## src/rtl/ram_arb_pkg.sv

```systemverilog
// Shared types and constants for arbiters guarding small debug RAMs.
package ram_arb_pkg;

    typedef enum logic [2:0] {
        IDLE   = 3'd0,
        WSETUP = 3'd1,
        WRITE  = 3'd2,
        READ   = 3'd3,
        RESP   = 3'd4
    } arb_state_t;

    localparam logic REQ_JTAG = 1'b0;
    localparam logic REQ_EXT  = 1'b1;

    localparam int DEF_DEPTH = 4;
    localparam int DEF_WIDTH = 2;

endpackage

```

## src/rtl/rr_arbiter2.sv

```systemverilog
// Two-way round-robin grant: on a tie the requester that did not win last time wins.
// Purely combinational, zero latency; grant is one-hot or zero.
module rr_arbiter2 (
    input  logic [1:0] i_elig,
    input  logic       i_rr_ptr,
    output logic [1:0] o_grant
);

    assign o_grant[0] = i_elig[0] & (~i_elig[1] |  i_rr_ptr);
    assign o_grant[1] = i_elig[1] & (~i_elig[0] | ~i_rr_ptr);

endmodule

```

## src/rtl/ram_access_arbiter.sv

```systemverilog
// Shares a single-port debug RAM between JTAG (req 0) and the host (req 1); sequences write/read.
// Write: setup + WR_CYCLES pulse; read: RD_WAIT cycles then RESP held until rready.
module ram_access_arbiter
    import ram_arb_pkg::*;
#(
    parameter int DEPTH     = DEF_DEPTH,
    parameter int WIDTH     = DEF_WIDTH,
    parameter int AWIDTH    = $clog2(DEPTH),
    parameter int WR_CYCLES = 1,
    parameter int RD_WAIT   = 1
) (
    input  logic              clk,
    input  logic              rst,
    input  logic              test_mode,
    input  logic              r0_valid,
    output logic              r0_ready,
    input  logic              r0_we,
    input  logic [AWIDTH-1:0] r0_addr,
    input  logic [WIDTH-1:0]  r0_wdata,
    output logic              r0_rvalid,
    input  logic              r0_rready,
    output logic [WIDTH-1:0]  r0_rdata,
    input  logic              r1_valid,
    output logic              r1_ready,
    input  logic              r1_we,
    input  logic [AWIDTH-1:0] r1_addr,
    input  logic [WIDTH-1:0]  r1_wdata,
    output logic              r1_rvalid,
    input  logic              r1_rready,
    output logic [WIDTH-1:0]  r1_rdata,
    output logic              ram_wr,
    output logic [AWIDTH-1:0] ram_addr,
    output logic [WIDTH-1:0]  ram_din,
    input  logic [WIDTH-1:0]  ram_dout,
    output logic              busy,
    output logic              grant_id
);

    if (WR_CYCLES < 1 || WR_CYCLES > 7) begin : g_bad_wr_cycles
        $error("ram_access_arbiter: WR_CYCLES must be 1..7");
    end
    if (RD_WAIT < 1 || RD_WAIT > 7) begin : g_bad_rd_wait
        $error("ram_access_arbiter: RD_WAIT must be 1..7");
    end

    localparam logic [2:0] WR_LOAD = 3'(WR_CYCLES - 1);
    localparam logic [2:0] RD_LOAD = 3'(RD_WAIT - 1);

    arb_state_t        r_state;
    logic [2:0]        r_cnt;
    logic              r_rr;
    logic              r_grant;
    logic [AWIDTH-1:0] r_addr;
    logic [WIDTH-1:0]  r_din;
    logic [WIDTH-1:0]  r_rdata0;
    logic [WIDTH-1:0]  r_rdata1;

    logic              w_idle;
    logic [1:0]        w_elig;
    logic [1:0]        w_gnt;
    logic              w_sel;
    logic              w_sel_we;
    logic              w_rready;

    assign w_idle = (r_state == IDLE);
    // test_mode only matters here; an access already granted to the host runs to completion.
    assign w_elig = {r1_valid & ~test_mode, r0_valid};

    rr_arbiter2 u_rr (
        .i_elig   (w_elig),
        .i_rr_ptr (r_rr),
        .o_grant  (w_gnt)
    );

    assign w_sel    = w_gnt[1] ? REQ_EXT : REQ_JTAG;
    assign w_sel_we = w_gnt[1] ? r1_we : r0_we;
    assign w_rready = (r_grant == REQ_EXT) ? r1_rready : r0_rready;

    always_ff @(posedge clk or posedge rst) begin
        if (rst) begin
            r_state  <= IDLE;
            r_cnt    <= 3'd0;
            r_rr     <= REQ_JTAG;
            r_grant  <= REQ_JTAG;
            r_addr   <= '0;
            r_din    <= '0;
            r_rdata0 <= '0;
            r_rdata1 <= '0;
        end else begin
            case (r_state)
                IDLE: begin
                    if (|w_gnt) begin
                        r_addr  <= (w_sel == REQ_EXT) ? r1_addr  : r0_addr;
                        r_din   <= (w_sel == REQ_EXT) ? r1_wdata : r0_wdata;
                        r_grant <= w_sel;
                        r_rr    <= w_sel;
                        r_state <= w_sel_we ? WSETUP : READ;
                        r_cnt   <= w_sel_we ? 3'd0 : RD_LOAD;
                    end
                end
                WSETUP: begin
                    r_state <= WRITE;
                    r_cnt   <= WR_LOAD;
                end
                WRITE: begin
                    if (r_cnt == 3'd0) begin
                        r_state <= IDLE;
                    end else begin
                        r_cnt <= r_cnt - 3'd1;
                    end
                end
                READ: begin
                    if (r_cnt == 3'd0) begin
                        if (r_grant == REQ_EXT) r_rdata1 <= ram_dout;
                        else                    r_rdata0 <= ram_dout;
                        r_state <= RESP;
                    end else begin
                        r_cnt <= r_cnt - 3'd1;
                    end
                end
                RESP: begin
                    if (w_rready) begin
                        r_state <= IDLE;
                        r_cnt   <= 3'd0;
                    end
                end
                default: r_state <= IDLE;
            endcase
        end
    end

    assign r0_ready  = w_idle & w_gnt[0];
    assign r1_ready  = w_idle & w_gnt[1];
    assign r0_rvalid = (r_state == RESP) & (r_grant == REQ_JTAG);
    assign r1_rvalid = (r_state == RESP) & (r_grant == REQ_EXT);
    assign r0_rdata  = r_rdata0;
    assign r1_rdata  = r_rdata1;
    // Strobe decoded straight from state so an async reset drops it without a clock edge.
    assign ram_wr    = (r_state == WRITE);
    assign ram_addr  = r_addr;
    assign ram_din   = r_din;
    assign busy      = ~w_idle;
    assign grant_id  = r_grant;

endmodule

```

## config.mk

```make
export PLATFORM = sky130hd
export DESIGN_NAME = ram_access_arbiter
export DESIGN_NICKNAME = d
export VERILOG_FILES = /design/src/rtl/ram_arb_pkg.sv /design/src/rtl/rr_arbiter2.sv /design/src/rtl/ram_access_arbiter.sv
export SDC_FILE = /design/constraint.sdc
export NUM_CORES = 1
export LEC_CHECK = 0
export ABC_AREA = 1
export CORE_MARGIN = 1.5
export CORE_UTILIZATION = 45
export DETAILED_ROUTE_END_ITERATION = 7
export PLACE_DENSITY = 0.81
export SLEW_MARGIN = 5
export SYNTH_ARGS = -nofsm -noshare
export SYNTH_HDL_FRONTEND = slang
export SYNTH_HIERARCHICAL = 1
export SYNTH_SLANG_ARGS = --single-unit
```

## constraint.sdc

```tcl
create_clock -name clk -period 3.3 [get_ports clk]
set_input_delay 0.66 -clock clk [delete_from_list [all_inputs] [get_ports clk]]
set_output_delay 0.66 -clock clk [all_outputs]
set_load 0.02 [all_outputs]
```

==> results of run 1 <==
[through the flow]
stage / hold WS [ns] / util (%)
5_1_grt: 0.5205 / 68.11
3_3_place_gp: 0.4552 / 66.75
2_1_floorplan: 0.4419 / -
3_5_place_dp: 0.4605 / 66.75
4_1_cts: 0.4806 / 68.11
6_report: 0.4798 / 68.11
[cell type report]
| type | count | share of cell area (%) |
|---|---|---|
| clock buffer | 4 | 1.987 |
| inverter | 19 | 5.582 |
| multi-input combinational | 76 | 35.95 |
| sequential | 15 | 28.38 |
| tap | 27 | 2.554 |
| timing repair buffer | 34 | 25.54 |
[cells by family after synthesis]
| kind of cell | Yosys count | synth area share [%] |
|---|---|---|
| flops | 15 | 40.60 |
| fa+ha+maj | 2 | 2.706 |
| compound gates | 19 | 14.75 |
| buf+inv | 19 | 7.984 |
| simple gates | 55 | 33.97 |
[sequential cells by signal (all words and copies together), names as in the netlist]
name and count:
r0_rdata 2, r1_rdata 2, ram_addr 2, r_state 3, ram_din 2, r_cnt 3, grant_id 1
[worst min path at each step]
stage               endpoint  depth (start not counted)
finish              r_cnt[1]                          2
global route        r_cnt[2]                          2
CTS                 r_cnt[1]                          2
detailed placement  r_cnt[1]                          2
global placement    r_cnt[1]                          2
floorplan           r_cnt[1]                          2
[per-layer routing]
layer / up-vias / track usage [%] / wire length (microns)
met2: 25 / 34.95 / 1048
met1: 379 / 23.39 / 941
li1: 429 / - / -
met5: - / 0 / 0
met4: 0 / 5.714 / 27
met3: 5 / 4.012 / 86
[worst max-delay path, delay by kind of cell]
kind	cells	cell delay [ns]
AO/OA/AOI/OAI	1	0.21
buffers and inverters	4	1.17
AND/OR/NAND/NOR	2	0.26
[layout by cell type (no fill, tap or decap)]
master,count
sky130_fd_sc_hd__clkdlybuf4s50_1,33
sky130_fd_sc_hd__nor2_1,19
sky130_fd_sc_hd__nand2_1,18
sky130_fd_sc_hd__dfrtp_1,15
sky130_fd_sc_hd__inv_1,14
sky130_fd_sc_hd__inv_2,4
sky130_fd_sc_hd__o21ai_2,4
sky130_fd_sc_hd__o21a_1,4
sky130_fd_sc_hd__nand3_2,4
sky130_fd_sc_hd__o21ai_1,4
sky130_fd_sc_hd__nor2_4,3
sky130_fd_sc_hd__nand4_1,3
sky130_fd_sc_hd__clkbuf_4,3
sky130_fd_sc_hd__nand2_4,2
sky130_fd_sc_hd__o22ai_1,2
sky130_fd_sc_hd__o21ai_0,2
sky130_fd_sc_hd__a21oi_2,2
sky130_fd_sc_hd__ha_1,2
sky130_fd_sc_hd__nor2_2,1
sky130_fd_sc_hd__inv_4,1
sky130_fd_sc_hd__nor2_8,1
sky130_fd_sc_hd__nor3_4,1
sky130_fd_sc_hd__or2_1,1
sky130_fd_sc_hd__nand2_2,1
sky130_fd_sc_hd__nor3_1,1
sky130_fd_sc_hd__clkbuf_1,1
sky130_fd_sc_hd__buf_4,1
sky130_fd_sc_hd__a21boi_2,1
[power by group through the flow]
stage | Combinational (mW) | Clock (mW) | Sequential (mW)
2_1_floorplan | 0.392 | 0 | 0.399
4_1_cts | 0.711 | 0.106 | 0.341
3_5_place_dp | 0.707 | 0 | 0.344
5_1_grt | 0.767 | 0.115 | 0.356
6_report | 0.706 | 0.103 | 0.342
3_3_place_gp | 0.688 | 0 | 0.338
==> results.md, run 1 <==
- The maximum achievable frequency is 336.9 MHz.
- STA puts the critical path data required time at 2.64 ns.
- After synthesis the cells add up to 924.6 sq um.
- The slowest library cell on the worst path is sky130_fd_sc_hd__clkdlybuf4s50_1.
- The post-layout instance count excluding filler cells is 175.
- The number of DRC violations after detailed-routing iteration 0 is 14.
- Of the total power, combinational logic draws 61.3%.
- The per-instance average area after synthesis is 8.406 sq um.
- The number of warnings issued by yosys is 6.
- The worst setup timing slack at the placement stage is 0.3284 ns.
- The total CTS buffers is 3.
- The total die area is 2336 sq um.
- The clock slew at the register clock pins of the worst setup and hold paths is 0.08 ns.
- For this run, design rule violations remaining after detail routing come to 0.
- Input and output buffers added on the ports amount to 33.
- After detailed routing, the average wire length per cell comes to 12.02 microns.
- The beginning of the worst register-to-register path is r_cnt[0].
- Once routing completed, OpenROAD measured the worst setup slack at 0.3317 ns.
- The total count of max-transition violations in the final report was 0.
- The worst reg2reg path endpoint is r_cnt[0].
- The setup slack on the worst flop-to-flop path is 1.74 ns.
- After synthesis, the share of flip-flops with an asynchronous set or reset is 100.0%.
- The flow ran to the end, and the final reports show no timing, DRC or antenna violations.
- The longest clock path from root to sink contains 2 buffers.
- The number of rows in the core area is 16.
- The post-cts resize count is 0.
- From left edge to right edge, the die measures 48.33 microns.
- The power per unit of standard cell area is 870.3 nW/um^2.
- Power comes to 1.151 mW.
- The switching power summed over all nets is 0.5308 mW.
- The aggregate negative setup slack is 0 ns.
- The root buffer cell is sky130_fd_sc_hd__clkbuf_4.
- In the final design database the tool counted 170 nets.
- sky130_fd_sc_hd__dfrtp_1 takes more of the synthesized area than any other cell.
- After synthesis the netlist holds a flip-flop and latch count of 15.
- The routed layout has 838 vias.
- Counting every sink on the clock net gives 15.
- The later pin in the worst-skew pair is clocked with a latency of 0.28 ns.
- The period utilization is 89.95%.
- The wire length of the first global-routing pass is 3.594 mm.
- In this run the worst path has a maximum fanout of 7.
- The kind of capture point of the worst setup path is an output port.
- In the final layout, the share of cells above drive strength 1 is 19.59%.
- The delay of the slowest cell on the worst path is 0.61 ns.
- The most used flip-flop cell after synthesis is sky130_fd_sc_hd__dfrtp_1.
- The post-route cell area is 1323 sq um.
- The worst min-delay path category is flip-flop to flip-flop.
- After clock tree synthesis, the setup repair step added 0 buffers.
- The number of cells in the design after placement is 171.
- The remaining global-route overflow is 0.
- The final setup violation count is 0.
- In the synthesized netlist, the cells that appear most often are sky130_fd_sc_hd__nor2_1, sky130_fd_sc_hd__nand2_1, sky130_fd_sc_hd__dfrtp_1.
- The launch instance of the worst min-delay path is r_cnt[1].
- For this block, the routed nets add up to 2.103 mm of wire.
- At the worst endpoint, the arrival time is 2.31 ns.
- Of the total power, the share spent switching nets is 46.11%.
- The smallest clock period supported by the final layout is computed as 2.968 ns.
- Summing all placed instances gives a cell area of 1296 sq um.
- The detailed-placement wirelength estimate is 1.718 mm.
- Sorting the synthesized cells by area gives the leading types as sky130_fd_sc_hd__dfrtp_1, sky130_fd_sc_hd__nor2_1, sky130_fd_sc_hd__nand2_1.
- The clock network burns 9.0% of the power.
- After filler insertion, the fill cell instance count of the layout stands at 158.
- The aggregate global-route resource usage is 19.41%.
- The number of H-tree branching levels is 1.
- The via count of the first global-routing pass came to 855.
- The initial antenna violation count is 0.
- After clock tree synthesis, the flow added hold-fix buffers numbering 0.
- The final number of hold-violating endpoints was 0.
- The beginning of the critical path is r1_valid.
- Sequential elements use 40.60% of the synthesized area.
- The net count after synthesis is 131.
- The gate count of the mapped netlist is 110.
- Max-cap violations in this run came to 0.
- The headroom to the max-slew limit is 62.33%.
- The type of element launching the critical path is a primary input.
- The combined flip-flop and latch cell area is 375.4 sq um.
- The cell count of the worst reg-to-reg path is 9.
- The internal power of the cells totals 0.6202 mW.
- Summed over its instances, the top area cell type makes up 40.60% of the synthesized netlist area.
- Sequential cells burn 29.7% of the power.
- The antenna diode count is 0.
- Counting flops with a built-in enable in the synthesized netlist gives 0.
- The multi-input combinational cell area is 475.5 sq um.
- In this run, distinct cell masters in the synthesized netlist total 24.
- The static power due to leakage is 0.6116 nW.
- The largest net degree at the start of global routing is 16.
- During I/O placement, the number of pins put on the boundary was 34.
- The CTS tree is yes.
- The count of nets left with antenna violations once routing finished came out at 0.
- By instance count, the leading cell after synthesis is sky130_fd_sc_hd__nor2_1.
- At the pin with the least slew margin, the transition time is 0.5645 ns.
- On the final layout, the worst clock skew is 0.002638 ns.
- The signal on the critical path passes through clkdlybuf4s50_1, inv_1, nor2_1, a21boi_2, inv_2, nor2_1, clkdlybuf4s50_1.
- The area overhead of the layout relative to synthesis is 43.03%.
- Before antenna repair, the detailed router went through 4 iterations.
- In this run the vertical extent of the chip is 48.33 microns.
- The end point of the critical path is r1_ready.
- Setup repair after global routing left no endpoint under its margin.
- The area of the placeable core is 1942 sq um.
- The startpoint-to-endpoint class of the critical path is primary input to output port.
- The number of vias per cell is 4.789.
- At the end of routability-driven placement, the weighted congestion stood at 0.8353.
- For this configuration, the core starts out at a cell density of 47.62%.
- The worst supply voltage drop on vdd is 555.1 uV.
(Power assumes the default switching activity.)
==> run 2, diff against run 1 <==
CORE_UTILIZATION = 39   (was 45)
PLACE_DENSITY = 0.74   (was 0.81)
SLEW_MARGIN = default   (was 5)
clock period = 2.66 ns   (was 3.3 ns; I/O delays follow)
==> run 2 against run 1 <==
Compared with the run above: worst setup slack lost 0.25 ns; clock skew shrank 0.0023 ns; sequential cell count is the same; count of clock-buffer cells in the layout shrank 1; via count is the same; wire length shrank 2.3%; sequential share of layout area shrank 0.34 points; die area grew 14%; sequential power grew 23%; critical path type unchanged; critical endpoint is now r0_ready.
==> results.md, run 2 (same netlist as run 1, synthesis figures left out) <==
- The run finished with clean final reports.
- The average detailed-routed wire length per instance is 11.54 microns (-3.9%).
- The clock slew at the register clock pins of the worst setup and hold paths is 0.09 ns (about the same).
- The remaining global-route overflow is 0 (unchanged).
- The critical path goes through clkdlybuf4s50_1, nor2_1, a21oi_2, inv_1, nor2_1, clkdlybuf4s50_1.
- The area of the placeable core is 2233 sq um (+15%).
- The sequential share of power was 29.4% (-0.3 points).
- The final setup violation count is 0 (unchanged).
- The transition time at the pin with the least slew margin was 0.5375 ns (-0.02698 ns).
- Setup repair after global routing left no endpoint under its margin.
- The arrival time of the worst setup path came to 2.04 ns (-0.27 ns).
- The count of clock tree sinks is 15 (unchanged).
- The die extent in x is 51.69 microns (+7.0%).
- The number of maximum-capacitance violations is 0 (unchanged).
- The power per unit of standard cell area is 1068 nW/um^2 (+23%).
- The delay of the slowest cell on the worst path is 0.64 ns (+0.03 ns).
- The worst hold slack is 0.4990 ns (+0.01926 ns).
- The number of H-tree branching levels is 1 (unchanged).
- The static power due to leakage is 0.6279 nW (+2.7%).
- The vertical die dimension came to 51.69 microns (+7.0%).
- The count of buffers inserted at the top-level ports is 33 (unchanged).
- The final number of hold-violating endpoints was 0 (unchanged).
- The buffers plus inverters on the worst setup path is 3 (-1).
- In the final layout, the registers with the most flip-flops are r_cnt x3, r_state x3.
- The number of vias per cell came to 4.708 (-1.7%).
- The largest driver fanout on the critical path came to 2 (-5).
- The power share of the clock group is 8.8% (-0.2 points).
- Of the available clock period, the critical path in the final layout requires 96.82%.
- The total wire length after detailed routing is 2.055 mm (-2.3%).
- The via count of the first global-routing pass came to 813 (-4.9%).
- The number of nets at the end of the flow is 172 (+1.2%).
- The total CTS buffers is 3 (unchanged).
- For this run, the top clock speed supported by timing is 388.3 MHz.
- The initial core utilization is 41.40% (-6.2 points).
- The via count of the routed design was 838 (unchanged).
- The largest net degree at the start of global routing came to 16 (unchanged).
- The post-detailed-route count of antenna-violating nets is 0 (unchanged).
- The number of rows in the core area was 17 (+1).
- The headroom to the max-slew limit was 64.13% (+1.8 points).
- The library cell used most frequently in the layout, excluding fill and tap cells, is sky130_fd_sc_hd__clkdlybuf4s50_1.
- The total count of max-transition violations in the final report is 0 (unchanged).
- The post-cts resize count is 1 (+1).
- The placer's final routability congestion estimate came to 0.8471 (+1.4%).
- The min-delay analysis places its worst path in the category flip-flop to flip-flop.
- The number of buffers inserted for hold repair after clock tree synthesis is 0 (unchanged).
- The startpoint-to-endpoint class of the critical path is primary input to output port.
- The worst supply voltage drop on vdd came to 596.0 uV (+7.4%).
- The switching power summed over all nets came to 0.6593 mW (+24%).
- The fraction of power spent switching nets is 46.10% (about the same).
- The share of the core filled with cells came to 59.94% (-8.2 points).
- The number of DRC violations after detailed-routing iteration 0 is 16 (+2).
- The number of DRC violations after detailed routing is 0 (unchanged).
- Relative to the synthesized area, the layout overhead comes to 44.79%.
- The wire length of the first global-routing pass was 3.374 mm (-6.1%).
- The post-CTS setup repair buffer count is 0 (unchanged).
- The required time at the endpoint of the critical path is 2.13 ns (-0.51 ns).
- The share of post-route cells with drive strength above 1 is 21.33% (+1.7 points).
- The antenna diode count was 0 (unchanged).
- The post-route cell area is 1339 sq um (+1.2%).
- The combinational power share is 61.8% (+0.5 points).
- The count of TritonRoute iterations in the first routing pass is 4 (unchanged).
- The post-detailed-placement cell area is 1313 sq um (+1.3%).
- The maximum root-to-sink buffer count is 2 (unchanged).
- The aggregate global-route resource usage is 16.96% (-2.5 points).
- The filler cell count in the final layout came to 198 (+25%).
- The CTS tree is yes.
- The power consumption is 1.430 mW (+24%).
- The final clock skew is 0.0003379 ns (-0.002300 ns).
- The worst setup path is captured at an output port.
- The initial antenna violation count came to 0 (unchanged).
- The largest individual stage delay along the critical path comes from the cell sky130_fd_sc_hd__clkdlybuf4s50_1.
- The detailed-placement wirelength estimate is 1.657 mm (-3.6%).
- The root buffer cell is sky130_fd_sc_hd__clkbuf_4.
- In the layout the commonest cells are sky130_fd_sc_hd__clkdlybuf4s50_1, sky130_fd_sc_hd__nor2_1, sky130_fd_sc_hd__nand2_1.
- The latest clock arrival within the worst-skew pair came to 0.28 ns (about the same).
- The design internal power is 0.7709 mW (+24%).
- The worst path needs 2.575 ns of the cycle, external delays included.
- Among cell families on the critical path, the largest total delay comes from buffers and inverters.
- The type of element launching the critical path is a primary input.
- The top-level I/O count is 34 (unchanged).
- The total die area came to 2672 sq um (+14%).
-- run 2: layer usage --
metal | vias to the layer above | GRT usage [%] | part of all wire [%] | wire, microns
met5 | - | 0 | 0 | 0
met4 | 0 | 9.211 | 0.68 | 14
met3 | 2 | 2.586 | 5.5 | 114
met2 | 33 | 26.92 | 48 | 994
met1 | 374 | 22.18 | 45 | 931
li1 | 429 | - | - | -
-- run 2: power by group through the flow --
stage	registers (mW)	logic [mW]	clock network, mW
final	0.420	0.884	0.126
after global routing	0.432	0.966	0.136
after CTS	0.420	0.889	0.132
after detailed placement	0.424	0.888	0
after global placement	0.420	0.862	0
after floorplan	0.495	0.487	0
-- run 2: metrics by stage --
step	instances	TNS (ns)	setup slack, ns
after CTS	178	0	0.07789
after global placement	174	0	0.003216
final	178	0	0.08450
after floorplan	110	0	0.6847
after detailed placement	174	-0.02039	-0.02039
after global routing	178	0	0.03266
-- run 2: cell type report --
class                           count  area (sq um)  area share, %
Sequential cell                    15         375.4          28.04
Timing Repair Buffer               36         351.6          26.26
Clock inverter                      1         5.005         0.3738
Inverter                           19         73.82          5.514
Clock buffer                        3         22.52          1.682
Tap cell                           28         35.03          2.617
Multi-Input combinational cell     76         475.5          35.51
-- run 2: final timing paths --
kind / depth (start not counted) / start / slack [ns] / end
max: 6 / test_mode / 0.08 / r0_ready
max reg2reg: 9 / r_cnt[0] / 1.17 / r_cnt[0]
max in group asynchronous: 2 / rst / 1.72 / r_cnt[2]
min reg2reg: 1 / ram_addr[0] / 0.50 / ram_addr[0]
min: 1 / ram_addr[0] / 0.50 / ram_addr[0]
min in group asynchronous: 2 / rst / 0.58 / ram_addr[0]
-- run 2: worst register-to-register path: stages, from the launching register on --
cell	delay [ns]
sky130_fd_sc_hd__dfrtp_1	0.37
sky130_fd_sc_hd__inv_1	0.05
sky130_fd_sc_hd__ha_1	0.19
sky130_fd_sc_hd__ha_1	0.26
sky130_fd_sc_hd__nand2_1	0.10
sky130_fd_sc_hd__nand2_1	0.05
sky130_fd_sc_hd__nand2_1	0.13
sky130_fd_sc_hd__nand3_2	0.11
sky130_fd_sc_hd__nand2_1	0.07
sky130_fd_sc_hd__nand2_1	0.05
